==> config.mk <==
export PLATFORM = sky130hd
export DESIGN_NAME = serial_adder
export DESIGN_NICKNAME = d
export VERILOG_FILES = /design/src/rtl/serial_adder.sv
export SDC_FILE = /design/constraint.sdc
export NUM_CORES = 1
export LEC_CHECK = 0
export BUFFER_PORTS_ARGS = -buffer_cell sky130_fd_sc_hd__buf_2
export CORE_MARGIN = 10
export CORE_UTILIZATION = 48
export CTS_CLUSTER_DIAMETER = 120
export DETAILED_ROUTE_END_ITERATION = 16
export PLACE_DENSITY = 0.74
export SLEW_MARGIN = 20
export SYNTH_ARGS = -nofsm -noshare
export SYNTH_HDL_FRONTEND = slang
export SYNTH_HIERARCHICAL = 1
export SYNTH_SLANG_ARGS = --single-unit
==> constraint.sdc <==
create_clock -name clk -period 1.3 [get_ports clk]
set_input_delay 0.195 -clock clk [delete_from_list [all_inputs] [get_ports clk]]
set_output_delay 0.195 -clock clk [all_outputs]
set_load 0.1 [all_outputs]
==> src/rtl/serial_adder.sv <==
// Bit-serial adder: operands are shifted LSB-first through a single full-adder
// cell, one bit pair per clock. The handshake on the input side captures a, b
// and cin; the handshake on the output side delivers the WIDTH-bit sum and the
// carry-out.

module full_adder (
    input  logic a,
    input  logic b,
    input  logic cin,
    output logic sum,
    output logic cout
);

    assign sum  = a ^ b ^ cin;
    assign cout = (a & b) | (cin & (a ^ b));

endmodule

module serial_adder #(
    parameter int unsigned WIDTH = 8
) (
    input  logic             clk,
    input  logic             rst_n,
    input  logic             in_valid,
    output logic             in_ready,
    input  logic [WIDTH-1:0] a,
    input  logic [WIDTH-1:0] b,
    input  logic             cin,
    output logic             out_valid,
    input  logic             out_ready,
    output logic [WIDTH-1:0] sum,
    output logic             cout,
    output logic             busy
);

    localparam int unsigned CW = (WIDTH > 1) ? $clog2(WIDTH) : 1;

    typedef enum logic [1:0] {
        IDLE,
        RUN,
        DONE
    } state_t;

    state_t            state;
    logic [WIDTH-1:0]  a_reg;
    logic [WIDTH-1:0]  b_reg;
    logic [WIDTH-1:0]  sum_reg;
    logic              carry;
    logic              cout_reg;
    logic [CW-1:0]     count;
    logic              fa_sum;
    logic              fa_cout;
    logic [WIDTH:0]    sum_shift;

    full_adder u_fa (
        .a    (a_reg[0]),
        .b    (b_reg[0]),
        .cin  (carry),
        .sum  (fa_sum),
        .cout (fa_cout)
    );

    // Insert the new sum bit at the MSB while the oldest bits move toward the LSB.
    always_comb begin
        sum_shift = {fa_sum, sum_reg};
    end

    // Handshake/sequencing FSM with the shift datapath and registered status outputs.
    // cout has its own register so it keeps the previous result after a new
    // accept reloads the working carry with cin.
    always_ff @(posedge clk or negedge rst_n) begin
        if (!rst_n) begin
            state     <= IDLE;
            a_reg     <= '0;
            b_reg     <= '0;
            sum_reg   <= '0;
            carry     <= 1'b0;
            cout_reg  <= 1'b0;
            count     <= '0;
            in_ready  <= 1'b1;
            out_valid <= 1'b0;
            busy      <= 1'b0;
        end else begin
            case (state)
                IDLE: begin
                    if (in_valid) begin
                        a_reg    <= a;
                        b_reg    <= b;
                        carry    <= cin;
                        count    <= '0;
                        state    <= RUN;
                        in_ready <= 1'b0;
                        busy     <= 1'b1;
                    end
                end
                RUN: begin
                    a_reg   <= a_reg >> 1;
                    b_reg   <= b_reg >> 1;
                    sum_reg <= sum_shift[WIDTH:1];
                    carry   <= fa_cout;
                    if (count == CW'(WIDTH - 1)) begin
                        cout_reg  <= fa_cout;
                        state     <= DONE;
                        out_valid <= 1'b1;
                    end else begin
                        count <= count + 1'b1;
                    end
                end
                DONE: begin
                    if (out_ready) begin
                        state     <= IDLE;
                        out_valid <= 1'b0;
                        in_ready  <= 1'b1;
                        busy      <= 1'b0;
                    end
                end
                default: begin
                    state     <= IDLE;
                    in_ready  <= 1'b1;
                    out_valid <= 1'b0;
                    busy      <= 1'b0;
                end
            endcase
        end
    end

    assign sum  = sum_reg;
    assign cout = cout_reg;

endmodule
==> run metrics, run 1 <==
total core area=3050 um^2; Via-to-Cell Ratio=roughly 5.5; worst slack, placed=~5.5 ps; area of the die=5870 um^2; Post-Route Utilization=68.3%; wire length on met2=1810 um; portion of the post-synthesis area used by sequential elements=approximately 55%; Syn Std Cell Area=1540 um^2; CTS tree=done; Top Family by Delay on Critical Path=flip-flops; floorplan die width=approximately 77 um; Register-to-Register Path Depth=4; DR WL met3=around 220 um; drt wl/cell=14.9 um; top routing layer used=met4; Root Buffer Master=clkbuf_4; time the final worst path needs with I/O delays and setup=approximately 1300 ps; overall die height=76.6 um; clock latency reported for the late side of the worst-skew pair=between 300 and 400 ps; worst voltage drop across the vdd grid=1.13 mV; Yosys warning total=6; cell accounting for the most synthesized area=dfrtp_1; crit path kind=flop to primary output; Layout Skew=approximately 4.2 ps; number of stages on the worst setup path=1; Starting Density=around half; CP startpoint=in_ready$_DFFE_PN1P_; cell count after synthesis=158; diodes inserted=0; Buffers & Inverters on Critical Path=1; post-placement cell area=about 2000 um^2; share of Yosys cell area claimed by the top area cell type=a little over half; outcome=finished, final reports clean; final worst-path setup slack=17.7 ps; slew of the pin with the lowest slew margin=about 300 ps; worst stage delay on the critical path=roughly 570 ps; vias after detailed routing=1348; Max Slew Vio Count=0; Placer Congestion=0.816; signal arrival time at the worst endpoint=between 1000 and 1500 ps; clock input transition at the sequential cells of the worst setup and hold paths=~100 ps; first-iteration detailed-routing DRC count=about 100; CTS sink count=34; largest net degree at the start of global routing=35; Area contributors post-synth=dfrtp_1, o22ai_1, nand2_1; Finish-stage setup viols=0; syn nets=about 180; max-cap violations=0; Final Net Count=~220; number of fill cells in the layout=between 200 and 300; remaining global-route overflow=0; IO Pins=33; detailed-route wire length on metal 1=1560 um; Synth Area per Inst=around 9.7 um^2; required arrival time at the worst endpoint=approximately 1100 ps; summed negative setup slack over all endpoints=0 ps; relative slew slack=about four fifths; end point of the critical path=in_ready; critical-path cell list=buf_12; overall power consumption=between 6 and 7 mW; Detailed Place HPWL=around 2700 um; final routed DRC violation total=0; endpoint type of the worst setup path=primary output; fraction of layout cells with a size suffix above 1=around 31%; RSZ-0062 raised after global routing=true; achievable frequency=about 800 MHz; H-tree depth=2; Layout Area Growth over Synthesis=35.5%; antenna violations before repair=0; Pre-antenna DRT Iters=4; Hold Startpoint=out_ready; maximum buffer depth of the clock tree=2; wire length of the first global-routing pass=roughly 6500 um; Placement Rows=20; clock buffers created by TritonCTS=5; overall global routing resource usage=about an eighth; worst r2r src=count[0]$_DFFE_PN0P_; Antenna Violating Nets Remaining=0; flop and latch count out of synthesis=34; cell leakage power=0.954 nW; part of the cycle the worst path needs=a little over nine tenths; via count of the first global-routing pass=~1500; I/O Buffers=32; kind of path behind the tightest hold check=input port to flop; final design instance area without fill=between 2000 and 2500 um^2; crit path max-delay cell type=dfstp_2; crit start category=flop; critical path peak fanout=2; capture point of the worst reg-to-reg path=cout$_DFFE_PN0P_; wire length reported by the detailed router=roughly 3600 um; count of distinct cell types in the synthesized netlist=24; pwr dens=around 2900 nW/um^2; slack of the worst reg-to-reg path=approximately 40 ps; number of endpoints with negative hold slack in the final report=0
stage by stage:
step / hold WS [ps] / instances
detailed placement: 167 / 233
global route: 43.6 / 245
floorplan: -101 / 158
finish: 59.6 / 245
global placement: 164 / 233
CTS: 55.6 / 244
layer usage:
| layer | GRT usage [%] | vias up |
|---|---|---|
| li1 | - | 665 |
| met1 | 14.9 | 631 |
| met2 | 21.6 | 45 |
| met3 | 3.89 | 7 |
| met4 | 6.69 | 0 |
| met5 | 0 | - |
cells by family (layout without fill, tap and decap cells):
kind of cell,after synthesis,after routing,share of synthesized area (%)
buffers and inverters,16,59,5.61
AOI/OAI and AO/OA,66,66,24.6
and+or+nand+nor,38,38,10.5
adders and majority gates,3,3,2.93
DFF,34,34,55.4
muxes,1,1,0.975
timing repair:
item,CTS,global route
buffers inserted,2,1
setup endpoints to repair,3,8
hold endpoints to repair,33,0
gates resized for setup,1,4
hold buffers,1,0
synth_stat cells:
cell       number
buf_2           6
ha_1            2
clkbuf_1        2
a22oi_1         2
buf_4           5
fa_1            1
nand3_1         1
nand2_2         1
o31ai_1         1
and2b_1         1
o21ai_0        12
inv_2           1
o2bb2ai_1       1
inv_1           2
a21oi_1        20
nor2_1          3
o22ai_1        30
nor3_1          1
nor2b_1         1
dfstp_2         1
nand2_1        27
mux2_4          1
nand2b_1        3
dfrtp_1        33
placed cells by master (no fill, tap or decap), types with 3 or more instances in the layout:
master,count
dfrtp_1,33
o22ai_1,30
nand2_1,27
clkbuf_4,5
buf_4,15
clkbuf_8,3
o21ai_0,12
buf_12,12
nand2b_1,3
buf_2,20
a21oi_1,20
where the power goes:
group	switching, mW	internal (mW)
Combinational	2.04	1.30
Clock	0.349	0.369
Sequential	0.439	1.53
how the worst min path moves through the flow:
stage	endpoint	cells after the start	slack (ps)
after global routing	state[1]$_DFFE_PN0P_	2	40
after detailed placement	count[2]$_DFFE_PN0P_	2	170
after global placement	count[2]$_DFFE_PN0P_	2	160
after floorplan	a_reg[0]$_DFFE_PN0P_	0	-100
final	state[1]$_DFFE_PN0P_	2	60
after CTS	state[1]$_DFFE_PN0P_	2	60
final cells by class:
class,instances,area [um^2],share of cell area [%]
Multi-Input combinational cell,108,623,29.9
Inverter,3,13.8,0.660
Clock buffer,8,78.8,3.78
Sequential cell,34,852,40.9
Tap cell,44,55.1,2.64
Timing Repair Buffer,48,463,22.2
(Power assumes the default switching activity.)
==> inputs of run 2 (changes only) <==
MAX_ROUTING_LAYER = met4   (was default)
==> run 2 against run 1 <==
Sequential power barely moved. Die area stayed put. Hold slack hardly changed. Sequential share of layout area did not move. Clock-buffer cell count stayed put. Maximum frequency hardly changed. Wire length is 0.19% lower. Setup slack about the same. First-iteration DRC count up 14%. Highest routed layer unchanged. Global-route usage is 0.36 points higher. Non-clock buffer count did not move. Largest power group unchanged.
==> run metrics, run 2 (synthesized netlist as in run 1, its figures left out) <==
outcome=finished, final reports clean; Antenna Violating Nets Remaining=0 (unchanged); Root Buffer Master=clkbuf_4; Starting Density=50.4% (unchanged); crit path max-delay cell type=dfstp_2; Buffers & Inverters on Critical Path=1 (unchanged); CTS sink count=34 (unchanged); kind of path behind the tightest hold check=input port to flop; first-iteration detailed-routing DRC count=113 (+14%); crit start category=flop; diodes inserted=0 (unchanged); area of the die=5870 um^2 (unchanged); critical path peak fanout=2 (unchanged); clock input transition at the sequential cells of the worst setup and hold paths=100 ps (about the same); Register-to-Register Path Depth=4 (unchanged); CTS tree=done; largest net degree at the start of global routing=35 (unchanged); I/O Buffers=32 (unchanged); most frequent standard cell in the layout excluding fill and tap cells=dfrtp_1; endpoint type of the worst setup path=primary output; worst stage delay on the critical path=570 ps (about the same); wire length of the first global-routing pass=6470 um (+0.11%); drt wl/cell=14.9 um (-0.19%); fraction of layout cells with a size suffix above 1=30.8% (unchanged); wire length reported by the detailed router=3640 um (-0.19%); remaining global-route overflow=0 (unchanged); maximum buffer depth of the clock tree=2 (unchanged); slew of the pin with the lowest slew margin=300 ps (+0.416 ps); worst voltage drop across the vdd grid=1.13 mV (-0.23%); via count of the first global-routing pass=1465 (+0.068%); number of stages on the worst setup path=1 (unchanged); RSZ-0062 raised after global routing=true; Placement Rows=20 (unchanged); signal arrival time at the worst endpoint=1090 ps (about the same); end point of the critical path=in_ready; overall die height=76.6 um (unchanged); Max Slew Vio Count=0 (unchanged); area taken by flip-flops and latches=852 um^2 (unchanged); Placer Congestion=0.828 (+1.5%); overall global routing resource usage=13.4% (+0.36 points); cell leakage power=0.954 nW (unchanged); relative slew slack=79.9% (about the same); Layout Area Growth over Synthesis=35.5% (unchanged); achievable frequency=780 MHz (about the same); Detailed Place HPWL=2690 um (unchanged); vias after detailed routing=1352 (+0.30%); CP startpoint=in_ready$_DFFE_PN1P_; time the final worst path needs with I/O delays and setup=1280 ps (-0.130 ps); Final Net Count=224 (unchanged); floorplan die width=76.6 um (unchanged); Via-to-Cell Ratio=5.52 (+0.30%); antenna violations before repair=0 (unchanged); slack of the worst reg-to-reg path=40 ps (about the same); worst r2r src=count[0]$_DFFE_PN0P_; total core area=3050 um^2 (unchanged); Top Family by Delay on Critical Path=flip-flops; part of the cycle the worst path needs=98.6% (about the same); Pre-antenna DRT Iters=4 (unchanged); number of endpoints with negative hold slack in the final report=0 (unchanged); critical-path cell list=buf_12; Finish-stage setup viols=0 (unchanged); multi-input gate area in the final layout=623 um^2 (unchanged); capture point of the worst reg-to-reg path=cout$_DFFE_PN0P_; final routed DRC violation total=0 (unchanged); clock buffers created by TritonCTS=5 (unchanged); number of fill cells in the layout=265 (unchanged); highest-count cells in the layout ignoring fill and taps=dfrtp_1, o22ai_1, nand2_1, a21oi_1, buf_2; max-cap violations=0 (unchanged); summed negative setup slack over all endpoints=0 ps (unchanged); pwr dens=2890 nW/um^2 (about the same); crit path kind=flop to primary output; clock latency reported for the late side of the worst-skew pair=340 ps (about the same); IO Pins=33 (unchanged); overall power consumption=6.02 mW (about the same); H-tree depth=2 (unchanged); Layout Skew=5.11 ps (+0.919 ps); required arrival time at the worst endpoint=1110 ps (about the same)
run 2: cell counts in the layout (fill, tap and decap cells not counted):
No cell type changed its count.
run 2: cell type report:
cell class / count / area share [%]
flip-flops and latches: 34 / 40.9
multi-input cells: 108 / 29.9
repair buffers: 48 / 22.2
clock buffers: 8 / 3.78
well taps: 44 / 2.64
inverters: 3 / 0.660
run 2: worst min path at each step:
stage,depth (start not counted),from,slack (ps),to
6_report,2,out_ready,60,state[1]$_DFFE_PN0P_
5_1_grt,2,out_ready,40,state[1]$_DFFE_PN0P_
4_1_cts,2,out_ready,60,state[1]$_DFFE_PN0P_
3_5_place_dp,2,rst_n,170,count[2]$_DFFE_PN0P_
3_3_place_gp,2,rst_n,160,count[2]$_DFFE_PN0P_
2_1_floorplan,0,rst_n,-100,a_reg[0]$_DFFE_PN0P_
run 2: per-stage QoR:
stage	instance area, um^2	worst slack (ps)	util (%)	cells	hold slack, ps
detailed placement	1960	5.49	64.1	233	167
global placement	1960	45.1	64.1	233	164
floorplan	1560	7.74	-	158	-101
global route	2090	-12.3	68.3	245	43.6
finish	2090	17.8	68.3	245	59.6
CTS	2060	7.06	67.6	244	55.6
run 2: metal layers:
metal / global-route usage (%) / share of wire, %
met2: 21.5 / 50
met5: - / 0
met3: 3.54 / 4.8
met1: 15.2 / 43
met4: 6.69 / 1.6
run 2: repair_timing:
item / 4_1_cts / 5_1_grt
setup buffers: 2 / 1
hold buffers: 1 / 0
pin swaps: 0 / 0
gates resized for setup: 1 / 4
endpoints found under the hold margin: 33 / 0
endpoints found under the setup margin: 3 / 8
run 2: report_power, final:
group	switching, mW	internal [mW]	leakage [nW]
combinational	2.04	1.30	0.511
sequential	0.438	1.53	0.399
clock	0.349	0.369	0.0446
